==> src/rtl/i2c_arb_pkg.sv <==
// Shared types and widths for the I2C master arbiter slice.
package i2c_arb_pkg;
  localparam int I2C_ADDR_W = 7;
  localparam int I2C_DATA_W = 16;
  localparam int N_REQ_MAX  = 8;
  localparam int IDX_W      = $clog2(N_REQ_MAX);

  typedef logic [IDX_W-1:0] idx_t;

  typedef enum logic [1:0] {
    IDLE   = 2'd0,
    LAUNCH = 2'd1,
    WAIT   = 2'd2,
    DONE   = 2'd3
  } state_t;

  // Round-robin successor, wrapping from n_req-1 back to 0.
  function automatic idx_t next_idx(input idx_t idx, input int n_req);
    return (int'(idx) == n_req - 1) ? '0 : idx + idx_t'(1);
  endfunction
endpackage

==> src/rtl/i2c_master_arbiter_if.sv <==
// Requester-side and master-side signals of the arbiter; master modport is the arbiter's view.
interface i2c_master_arbiter_if #(parameter int N_REQ = 4);
  import i2c_arb_pkg::*;

  logic [N_REQ-1:0]            req;
  logic [N_REQ-1:0]            req_rnw;
  logic [I2C_ADDR_W*N_REQ-1:0] req_addr;
  logic [I2C_DATA_W*N_REQ-1:0] req_wdata;
  logic [N_REQ-1:0]            gnt;
  logic [N_REQ-1:0]            ack;
  logic [N_REQ-1:0]            err;
  logic [I2C_DATA_W-1:0]       rd_data;
  logic                        busy;

  logic                        mst_start_stb;
  logic                        mst_rnw;
  logic [I2C_ADDR_W-1:0]       mst_addr;
  logic [I2C_DATA_W-1:0]       mst_wdata;
  logic                        mst_done;
  logic [I2C_DATA_W-1:0]       mst_rd_data;
  logic                        mst_abort;

  modport master (
    input  req, req_rnw, req_addr, req_wdata, mst_done, mst_rd_data,
    output gnt, ack, err, rd_data, busy,
           mst_start_stb, mst_rnw, mst_addr, mst_wdata, mst_abort
  );

  modport slave (
    output req, req_rnw, req_addr, req_wdata, mst_done, mst_rd_data,
    input  gnt, ack, err, rd_data, busy,
           mst_start_stb, mst_rnw, mst_addr, mst_wdata, mst_abort
  );
endinterface

==> src/rtl/rr_priority_picker.sv <==
// Combinational round-robin pick: first set req bit at or above ptr, wrapping to the lowest set bit.
module rr_priority_picker
  import i2c_arb_pkg::*;
#(
  parameter int N_REQ = 4
) (
  input  logic [N_REQ-1:0] req,
  input  idx_t             ptr,
  output idx_t             idx,
  output logic             vld
);
  idx_t lo_idx;
  idx_t hi_idx;
  logic hi_vld;

  always_comb begin
    lo_idx = '0;
    hi_idx = '0;
    hi_vld = 1'b0;
    vld    = 1'b0;
    // Descending scan so the lowest qualifying index is the one left standing.
    for (int i = N_REQ - 1; i >= 0; i--) begin
      if (req[i]) begin
        lo_idx = idx_t'(i);
        vld    = 1'b1;
      end
      if (req[i] && (idx_t'(i) >= ptr)) begin
        hi_idx = idx_t'(i);
        hi_vld = 1'b1;
      end
    end
    idx = hi_vld ? hi_idx : lo_idx;
  end
endmodule

==> src/rtl/i2c_master_arbiter.sv <==
// Round-robin share of one I2C master; grant/strobe 1 cycle after req, ack 1 cycle after mst_done, req held as a level until ack/err.
// Define I2C_ARB_TIMEOUT_EN to abort a WAIT that exceeds TIMEOUT_CYC cycles (err + mst_abort instead of ack).
module i2c_master_arbiter
  import i2c_arb_pkg::*;
#(
  parameter int N_REQ       = 4,
  parameter int TIMEOUT_CYC = 4096
) (
  input logic                  clk,
  input logic                  rst,
  i2c_master_arbiter_if.master bus
);
  if (N_REQ < 2 || N_REQ > N_REQ_MAX || TIMEOUT_CYC < 2) begin : g_param_check
    $error("i2c_master_arbiter: illegal N_REQ or TIMEOUT_CYC");
  end

  state_t                state_q, state_d;
  idx_t                  ptr_q, ptr_d;
  idx_t                  idx_q, idx_d;
  logic [N_REQ-1:0]      gnt_q, gnt_d;
  logic [N_REQ-1:0]      ack_q, ack_d;
  logic [I2C_DATA_W-1:0] rd_q, rd_d;
  logic                  busy_q, busy_d;
  logic                  stb_q, stb_d;
  logic                  rnw_q, rnw_d;
  logic [I2C_ADDR_W-1:0] addr_q, addr_d;
  logic [I2C_DATA_W-1:0] wdata_q, wdata_d;

  idx_t                  pick_idx;
  logic                  pick_vld;
  logic                  sel_rnw;
  logic [I2C_ADDR_W-1:0] sel_addr;
  logic [I2C_DATA_W-1:0] sel_wdata;
  logic [N_REQ-1:0]      sel_onehot;

`ifdef I2C_ARB_TIMEOUT_EN
  localparam int CNT_W = ($clog2(TIMEOUT_CYC) > 12) ? $clog2(TIMEOUT_CYC) : 12;
  logic [CNT_W-1:0] cnt_q, cnt_d;
  logic [N_REQ-1:0] err_q, err_d;
  logic             abort_q, abort_d;
`endif

  rr_priority_picker #(.N_REQ(N_REQ)) u_pick (
    .req (bus.req),
    .ptr (ptr_q),
    .idx (pick_idx),
    .vld (pick_vld)
  );

  always_comb begin
    sel_rnw    = 1'b0;
    sel_addr   = '0;
    sel_wdata  = '0;
    sel_onehot = '0;
    for (int i = 0; i < N_REQ; i++) begin
      if (idx_t'(i) == pick_idx) begin
        sel_rnw       = bus.req_rnw[i];
        sel_addr      = bus.req_addr[i*I2C_ADDR_W +: I2C_ADDR_W];
        sel_wdata     = bus.req_wdata[i*I2C_DATA_W +: I2C_DATA_W];
        sel_onehot[i] = 1'b1;
      end
    end
  end

  always_comb begin
    state_d = state_q;
    ptr_d   = ptr_q;
    idx_d   = idx_q;
    gnt_d   = gnt_q;
    ack_d   = '0;
    rd_d    = rd_q;
    stb_d   = 1'b0;
    rnw_d   = rnw_q;
    addr_d  = addr_q;
    wdata_d = wdata_q;
`ifdef I2C_ARB_TIMEOUT_EN
    cnt_d   = cnt_q;
    err_d   = '0;
    abort_d = 1'b0;
`endif
    case (state_q)
      IDLE: begin
        if (pick_vld) begin
          idx_d   = pick_idx;
          gnt_d   = sel_onehot;
          rnw_d   = sel_rnw;
          addr_d  = sel_addr;
          wdata_d = sel_wdata;
          stb_d   = 1'b1;
          state_d = LAUNCH;
        end
      end
      LAUNCH: begin
        state_d = WAIT;
`ifdef I2C_ARB_TIMEOUT_EN
        cnt_d   = '0;
`endif
      end
      WAIT: begin
        // A completion in the timeout cycle still counts as a normal finish.
        if (bus.mst_done) begin
          state_d = DONE;
          ack_d   = gnt_q;
          if (rnw_q) rd_d = bus.mst_rd_data;
        end
`ifdef I2C_ARB_TIMEOUT_EN
        else if (cnt_q == CNT_W'(TIMEOUT_CYC - 1)) begin
          state_d = DONE;
          err_d   = gnt_q;
          abort_d = 1'b1;
        end else begin
          cnt_d = cnt_q + CNT_W'(1);
        end
`endif
      end
      DONE: begin
        state_d = IDLE;
        gnt_d   = '0;
        ptr_d   = next_idx(idx_q, N_REQ);
      end
      default: state_d = IDLE;
    endcase
    busy_d = (state_d != IDLE);
  end

  always_ff @(posedge clk) begin
    if (!rst) begin
      state_q <= IDLE;
      ptr_q   <= '0;
      idx_q   <= '0;
      gnt_q   <= '0;
      ack_q   <= '0;
      rd_q    <= '0;
      busy_q  <= 1'b0;
      stb_q   <= 1'b0;
      rnw_q   <= 1'b0;
      addr_q  <= '0;
      wdata_q <= '0;
`ifdef I2C_ARB_TIMEOUT_EN
      cnt_q   <= '0;
      err_q   <= '0;
      abort_q <= 1'b0;
`endif
    end else begin
      state_q <= state_d;
      ptr_q   <= ptr_d;
      idx_q   <= idx_d;
      gnt_q   <= gnt_d;
      ack_q   <= ack_d;
      rd_q    <= rd_d;
      busy_q  <= busy_d;
      stb_q   <= stb_d;
      rnw_q   <= rnw_d;
      addr_q  <= addr_d;
      wdata_q <= wdata_d;
`ifdef I2C_ARB_TIMEOUT_EN
      cnt_q   <= cnt_d;
      err_q   <= err_d;
      abort_q <= abort_d;
`endif
    end
  end

  assign bus.gnt           = gnt_q;
  assign bus.ack           = ack_q;
  assign bus.rd_data       = rd_q;
  assign bus.busy          = busy_q;
  assign bus.mst_start_stb = stb_q;
  assign bus.mst_rnw       = rnw_q;
  assign bus.mst_addr      = addr_q;
  assign bus.mst_wdata     = wdata_q;
`ifdef I2C_ARB_TIMEOUT_EN
  assign bus.err           = err_q;
  assign bus.mst_abort     = abort_q;
`else
  assign bus.err           = '0;
  assign bus.mst_abort     = 1'b0;
`endif
endmodule

==> src/flat_wrapper.sv <==
// flat-port wrapper written by rule: the top's interface ports become plain ports
module i2c_master_arbiter_flat import i2c_arb_pkg::*;
#(
  parameter int N_REQ       = 4,
  parameter int TIMEOUT_CYC = 4096
)
  (clk, rst, bus_req, bus_req_rnw, bus_req_addr, bus_req_wdata, bus_mst_done, bus_mst_rd_data, bus_gnt, bus_ack, bus_err, bus_rd_data, bus_busy, bus_mst_start_stb, bus_mst_rnw, bus_mst_addr, bus_mst_wdata, bus_mst_abort);
  i2c_master_arbiter_if #(.N_REQ(N_REQ)) bus_i ();
  input logic clk;
  input logic rst;
  input wire logic [$bits(bus_i.req)-1:0] bus_req;
  input wire logic [$bits(bus_i.req_rnw)-1:0] bus_req_rnw;
  input wire logic [$bits(bus_i.req_addr)-1:0] bus_req_addr;
  input wire logic [$bits(bus_i.req_wdata)-1:0] bus_req_wdata;
  input wire logic [$bits(bus_i.mst_done)-1:0] bus_mst_done;
  input wire logic [$bits(bus_i.mst_rd_data)-1:0] bus_mst_rd_data;
  output wire logic [$bits(bus_i.gnt)-1:0] bus_gnt;
  output wire logic [$bits(bus_i.ack)-1:0] bus_ack;
  output wire logic [$bits(bus_i.err)-1:0] bus_err;
  output wire logic [$bits(bus_i.rd_data)-1:0] bus_rd_data;
  output wire logic [$bits(bus_i.busy)-1:0] bus_busy;
  output wire logic [$bits(bus_i.mst_start_stb)-1:0] bus_mst_start_stb;
  output wire logic [$bits(bus_i.mst_rnw)-1:0] bus_mst_rnw;
  output wire logic [$bits(bus_i.mst_addr)-1:0] bus_mst_addr;
  output wire logic [$bits(bus_i.mst_wdata)-1:0] bus_mst_wdata;
  output wire logic [$bits(bus_i.mst_abort)-1:0] bus_mst_abort;
  assign bus_i.req = bus_req;
  assign bus_i.req_rnw = bus_req_rnw;
  assign bus_i.req_addr = bus_req_addr;
  assign bus_i.req_wdata = bus_req_wdata;
  assign bus_i.mst_done = bus_mst_done;
  assign bus_i.mst_rd_data = bus_mst_rd_data;
  assign bus_gnt = bus_i.gnt;
  assign bus_ack = bus_i.ack;
  assign bus_err = bus_i.err;
  assign bus_rd_data = bus_i.rd_data;
  assign bus_busy = bus_i.busy;
  assign bus_mst_start_stb = bus_i.mst_start_stb;
  assign bus_mst_rnw = bus_i.mst_rnw;
  assign bus_mst_addr = bus_i.mst_addr;
  assign bus_mst_wdata = bus_i.mst_wdata;
  assign bus_mst_abort = bus_i.mst_abort;
  i2c_master_arbiter #(.N_REQ(N_REQ), .TIMEOUT_CYC(TIMEOUT_CYC)) u_core (.clk(clk), .rst(rst), .bus(bus_i));
endmodule
==> config.mk <==
export PLATFORM = sky130hd
export DESIGN_NAME = i2c_master_arbiter_flat
export DESIGN_NICKNAME = d
export VERILOG_FILES = /design/src/rtl/i2c_arb_pkg.sv /design/src/rtl/i2c_master_arbiter_if.sv /design/src/rtl/rr_priority_picker.sv /design/src/rtl/i2c_master_arbiter.sv /design/src/flat_wrapper.sv
export SDC_FILE = /design/constraint.sdc
export NUM_CORES = 1
export LEC_CHECK = 0
export BUFFER_PORTS_ARGS = -buffer_cell sky130_fd_sc_hd__buf_2
export CAP_MARGIN = 10
export CELL_PAD_IN_SITES_DETAIL_PLACEMENT = 1
export CELL_PAD_IN_SITES_GLOBAL_PLACEMENT = 2
export CORE_AREA = 2 2 116 118
export DETAILED_ROUTE_END_ITERATION = 10
export DIE_AREA = 0 0 118 120
export PLACE_DENSITY = 0.89
export SLEW_MARGIN = 20
export SYNTH_ARGS = -nofsm -noshare
export SYNTH_HDL_FRONTEND = slang
export SYNTH_SLANG_ARGS = --single-unit
==> constraint.sdc <==
create_clock -name clk -period 2.1 [get_ports clk]
set_clock_uncertainty 0.05 [all_clocks]
set_input_delay 0.315 -clock clk [delete_from_list [all_inputs] [get_ports clk]]
set_output_delay 0.315 -clock clk [all_outputs]
set_load 0.01 [all_outputs]
# Word level (Yosys, flattened, before mapping)
# Cells that the tools add are included.
[classes]
add_sub_neg = 1
order_cmp = 4
n_eq_ne = 8
mux = 40
reduce_logical = 13
[ops]
columns = ["cell", "n"]
rows = [
  ["2-to-1 mux 16 bit", 4],
  ["2-to-1 mux 7 bit", 4],
  ["2-to-1 mux 3 bit", 8],
  ["2-to-1 mux 1 bit", 17],
  ["2-to-1 mux 2 bit", 4],
  ["case mux 2 bit (4 select lines)", 1],
  ["case mux 4 bit (2 select lines)", 1],
  ["== test 2 x 3 -> 1 bit (first input constant)", 2],
  ["greater-or-equal comparator 1 x 3 -> 1 bit (first input constant)", 2],
  ["greater-or-equal comparator 2 x 3 -> 1 bit (first input constant)", 2],
  ["AND reduction 2 bit", 3],
  ["AND reduction 3 bit", 2],
  ["== test 2 bit (second input constant)", 2],
  ["logical AND 1 bit", 4],
  ["2-to-1 mux 4 bit", 1],
  ["nonzero test 2 bit", 2],
  ["adder 3 x 1 -> 3 bit (second input constant)", 1],
  ["== test 1 x 3 -> 1 bit (first input constant)", 1],
  ["== test 3 bit (second input constant)", 1],
  ["zero test 3 bit", 1],
  ["== test 2 x 1 -> 1 bit (second input constant)", 1],
  ["zero test 2 bit", 1],
  ["!= test 2 x 1 -> 1 bit (second input constant)", 1],
]
[word_totals]
reg_bits = 58
inputBits = 119
output_inout_bits = 55
word_cells = 77

# Logic depth before layout (Yosys ltp)
[depth]
word_depth = 12
depth_mapped = 8
ltp_nobuf = 5

# Hierarchy
# From an unflattened synthesis, not the netlist that was laid out.
[hier_totals]
hier_cells = 273
hier_area_um2 = 2885.3
[by_module_without_submodules]
columns = ["mod", "instances", "cells_each", "area_per_inst_um2"]
rows = [
  ["i2c_master_arbiter", 1, 256, 2771.4],
  ["rr_priority_picker", 1, 17, 113.9],
]

# Least setup slack after synthesis
# Ideal clock, no wire load.
[synth_timing]
kind = "reg2reg"
start = "reg u_core.ptr_q[1]"
end = "reg u_core.addr_q[1], in the netlist u_core.bus.mst_addr[1]"
arrival_time_ns = 1.466
required_time_ns = 1.923
path_slack_ns = 0.457
stages_incl_launch_ff = 8
period_less_slack_ns = 1.643
cell_sequence = "dfxtp_1 and2_4 o211a_1 buf_6 nor2_8 buf_6 mux2i_1 o211ai_2"
[synth_via]
elab_chain_len = 12
word_cells_on_any_way = 25
cone_classes = "order compare: 4; eq/ne: 3; mux: 13; reduce/logical: 5"
[synth_rtl]
columns = ["item", "line_no", "text"]
rows = [
  ["start, declared", "i2c_master_arbiter.sv:18", "idx_t ptr_q, ptr_d;"],
  ["start signal, assigned", "i2c_master_arbiter.sv:146", "ptr_q <= ptr_d;"],
  ["greater-or-equal comparator 2 x 3 -> 1 bit", "rr_priority_picker.sv:27", "if (req[i] && (idx_t'(i) >= ptr)) begin"],
  ["logical AND 1 bit", "rr_priority_picker.sv:27", ""],
  ["2-to-1 mux 2 bit or 2-to-1 mux 1 bit (tied branches)", "rr_priority_picker.sv:27", ""],
  ["2-to-1 mux 3 bit or 2-to-1 mux 1 bit (tied branches) (3 in series)", "rr_priority_picker.sv:27", ""],
  ["2-to-1 mux 3 bit *", "rr_priority_picker.sv:32", "idx = hi_vld ? hi_idx : lo_idx;"],
  ["zero test 3 bit", "i2c_master_arbiter.sv:56", "if (idx_t'(i) == pick_idx) begin"],
  ["2-to-1 mux 7 bit (3 in series)", "i2c_master_arbiter.sv:56", ""],
  ["2-to-1 mux 7 bit *", "i2c_master_arbiter.sv:56", ""],
  ["end signal, assigned", "i2c_master_arbiter.sv:154", "addr_q <= addr_d;"],
  ["end, declared", "i2c_master_arbiter.sv:26", "logic [I2C_ADDR_W-1:0] addr_q, addr_d;"],
]
# Mark *: on every way between the ends. The rest lies on a longest branch, timed or not.
# A chain may end at the register's enable or synchronous reset.

# Worst setup path after layout
[layout_timing]
start = "reg u_core.ptr_q[1]"
end = "reg u_core.wdata_q[14], in the netlist u_core.bus.mst_wdata[14]"
[layout_via]
elab_chain_len = 12
word_cells_on_any_way = 25
cone_classes = "order compare: 4; eq/ne: 3; mux: 13; reduce/logical: 5"
[layout_rtl]
columns = ["item", "line_no", "text"]
rows = [
  ["greater-or-equal comparator 2 x 3 -> 1 bit", "rr_priority_picker.sv:27", ""],
  ["logical AND 1 bit", "rr_priority_picker.sv:27", ""],
  ["2-to-1 mux 2 bit or 2-to-1 mux 1 bit (tied branches)", "rr_priority_picker.sv:27", ""],
  ["2-to-1 mux 3 bit or 2-to-1 mux 1 bit (tied branches) (3 in series)", "rr_priority_picker.sv:27", ""],
  ["2-to-1 mux 3 bit *", "rr_priority_picker.sv:32", ""],
  ["zero test 3 bit", "i2c_master_arbiter.sv:56", ""],
  ["2-to-1 mux 16 bit (3 in series)", "i2c_master_arbiter.sv:56", ""],
  ["2-to-1 mux 16 bit *", "i2c_master_arbiter.sv:56", ""],
  ["end signal, assigned", "i2c_master_arbiter.sv:155", "wdata_q <= wdata_d;"],
  ["end, declared", "i2c_master_arbiter.sv:27", "logic [I2C_DATA_W-1:0] wdata_q, wdata_d;"],
]
# Marks and branches as above.

==> reports/qor.txt <==
status: complete, no violations
RSZ-0062 raised after global routing: false
Top Layer Used: met4
vias in the first global route: 3,410
ys flop type: dfxtp_1
YS warnings: 0
Setup crit end kind: flop
CTS tree: done
Synth top area share: 37.04%
metal2 WL: 5.489 mm
Int Pwr: 2.029 mW
WL final: 10.89 mm
total grt overflow: 0
die width: 118 um
CTS buffer count: 5
Mapped Area: 3027 um2
post-route ant nets: 0
Core Util, Final: 32.87%
Root Driver: clkbuf_16
sw frac: 31.05%
H-tree levels: 2
antenna violations before repair: 1
Cell variety after synth: 40
Via density: 4.650
WP data arrival: 2.13 ns
CP required: 2.23 ns
top post-synthesis cells by area: dfxtp_1 (37%), mux2i_1 (8.3%), nand2_1 (8.1%)
Clock Sinks: 56
post-synthesis average cell area: 8.824 um2
PD cells: 689.8 nW/um2
CP Class: reg2reg
number of max-cap violations: 0
sequential element share of the synthesized area: 37.04%
Finished Cell Area: 4267 um2
actual slew at the worst max-slew pin: 0.5847 ns
setup ws final: 0.1057 ns
Post-Syn Instances: 343
combinational share of power: 27.9%
Via Count: 3,199
Fin. Hold Viols: 0
DRC viols: 0
Initial Util: 23.32%
CTS resizes: 0
Post-synth EDFFs: 0
Fillers: 1,581
Final setup viols: 0
Ports: 174
core area: 12,980 um2
clock group share of total power: 29.8%
hpwl dp: 8.165 mm
Placed Instance Area: 4068 um2
Clock transition at path regs: 0.07 ns
Tcrit/Tclk final: 94.97%
Die Y: 120 um
drt pass-1 iters: 4
metal3 WL: 789 um
1st-iter DRT viols: 126
Worst Setup Start Kind: flop
flops & latches, synth: 56
# rows: 42
post-layout minimum cycle time: 1.994 ns
Max FO, Critical Path: 21
FF-to-FF setup slack: 0.11 ns
worst hold margin: 0.2025 ns
fin nets: 630
FMAX: 501.4 MHz
layout cell share with drive strength beyond 1: 43.84%
drt wl/cell: 15.82 um
Slew headroom: 61.02%
Async S/R FF share, synth: 0%
wl on met1: 4.491 mm
Slew Viols, Final: 0
first-pass GRT wire length: 17.09 mm
Placer Congestion: 0.7550
largest area contributor in the synthesized netlist: dfxtp_1
hold crit path type: in2reg
Sequential Power Share: 42.3%
Area Growth Syn to Fin: 40.97%
# port buffers: 168
Lkg Pwr: 1.968 nW
dpl ws: 0.02427 ns
die footprint: 14,160 um2
largest net degree at the start of global routing: 26
sw power: 0.9137 mW
Skew-Pair Late Insertion Delay: 0.29 ns
Hold Buf Count CTS: 0
Setup Fix Bufs, Post-CTS: 0
clk buf depth: 2
worst ir drop on vdd: 0.3541 mV
GRT Util Overall: 14.96%
Final Power: 2.943 mW
worst max-delay path, stage by stage (launching register included):
cell	delay (ns)
dfxtp_1	0.37
and2_4	0.17
buf_4	0.13
o211a_1	0.29
nor2_8	0.22
buf_12	0.22
mux2i_1	0.32
o211ai_2	0.10
final cells by class:
cell class              count  area (um2)  share of cell area [%]
clock inverters             2       15.01                  0.3519
inverters                   2       7.507                  0.1760
clock buffers               6       138.9                   3.255
multi-input cells         258        1720                   40.32
repair buffers            187        1041                   24.40
well taps                 176       220.2                   5.161
flip-flops and latches     56        1121                   26.28
diodes                      1       2.502                 0.05865
registers in the layout, indices dropped and copies added (netlist names):
| name | count |
|---|---|
| u_core.bus.mst_start_stb | 1 |
| u_core.bus.busy | 1 |
| u_core.bus.rd_data | 16 |
| u_core.idx_q | 2 |
| u_core.state_q | 2 |
| u_core.ptr_q | 2 |
| u_core.bus.gnt | 4 |
| u_core.bus.ack | 4 |
| u_core.bus.mst_rnw | 1 |
| u_core.bus.mst_addr | 7 |
| u_core.bus.mst_wdata | 16 |
routing by layer:
layer	global-route usage [%]	up-vias
met5	0	-
met4	3.464	0
met3	4.040	8
met2	27.98	145
met1	16.86	1509
li1	-	1537
layout by cell type (no fill, tap or decap), types with 2 or more instances in the layout:
cell type,count
clkinvlp_4,2
buf_12,4
a21o_1,24
o211ai_2,18
nand2b_1,4
nand2_1,65
and2_1,3
nor2b_1,5
o211ai_1,7
a21boi_0,13
and2_4,2
nand3_1,29
conb_1,5
clkbuf_16,5
dfxtp_1,56
and3_1,5
buf_2,168
mux2i_1,25
nor3_1,2
buf_4,14
a21boi_1,8
inv_1,2
o21ai_0,24
a21oi_1,3
power by group through the flow:
stage          Sequential, mW  Combinational, mW  Clock [mW]
3_5_place_dp             1.27              0.809           0
6_report                 1.24              0.821       0.877
5_1_grt                  1.26              0.897       0.957
4_1_cts                  1.25              0.812       0.908
3_3_place_gp             1.27              0.785           0
2_1_floorplan            1.30              0.426           0
cells by family (layout without fill, tap and decap cells):
kind of cell / count (synthesis) / after routing / share of synthesized area [%]
adder cells (fa/ha/maj): 1 / 1 / 0.4133
flip-flops: 56 / 56 / 37.04
other: 1 / 6 / 0.1239
AO/OA/AOI/OAI: 103 / 103 / 27.08
multiplexers: 25 / 25 / 8.268
AND/OR/NAND/NOR: 124 / 124 / 20.34
buffers and inverters: 33 / 197 / 6.738
through the flow:
step	instances	TNS, ns
floorplan	347	0
global placement	674	-1.944
detailed placement	675	0
CTS	683	0
global route	687	0
finish	688	0
synthesized netlist by cell type, types with 2 or more instances:
library cell	number
nor2b_1	5
nand3_1	29
dfxtp_1	56
mux2i_1	25
a21o_1	24
o21ai_0	24
inv_1	2
nand2b_1	4
buf_2	7
a21boi_1	8
nor3_1	2
a21oi_1	3
buf_4	6
nand2_1	65
a21boi_0	13
and2_4	2
buf_6	5
o211ai_2	18
o211ai_1	7
and3_1	5
clkbuf_1	12
and2_1	3
worst paths after layout:
kind,start,end,cells past startpoint
worst max-delay path,u_core.ptr_q[1],u_core.bus.mst_wdata[14],7
worst min-delay path,bus_mst_rd_data[14],u_core.bus.rd_data[14],3
worst max register to register,u_core.ptr_q[1],u_core.bus.mst_wdata[14],7
worst min register to register,u_core.bus.rd_data[14],u_core.bus.rd_data[14],2
Note: power is estimated with default switching activity, not from simulation.
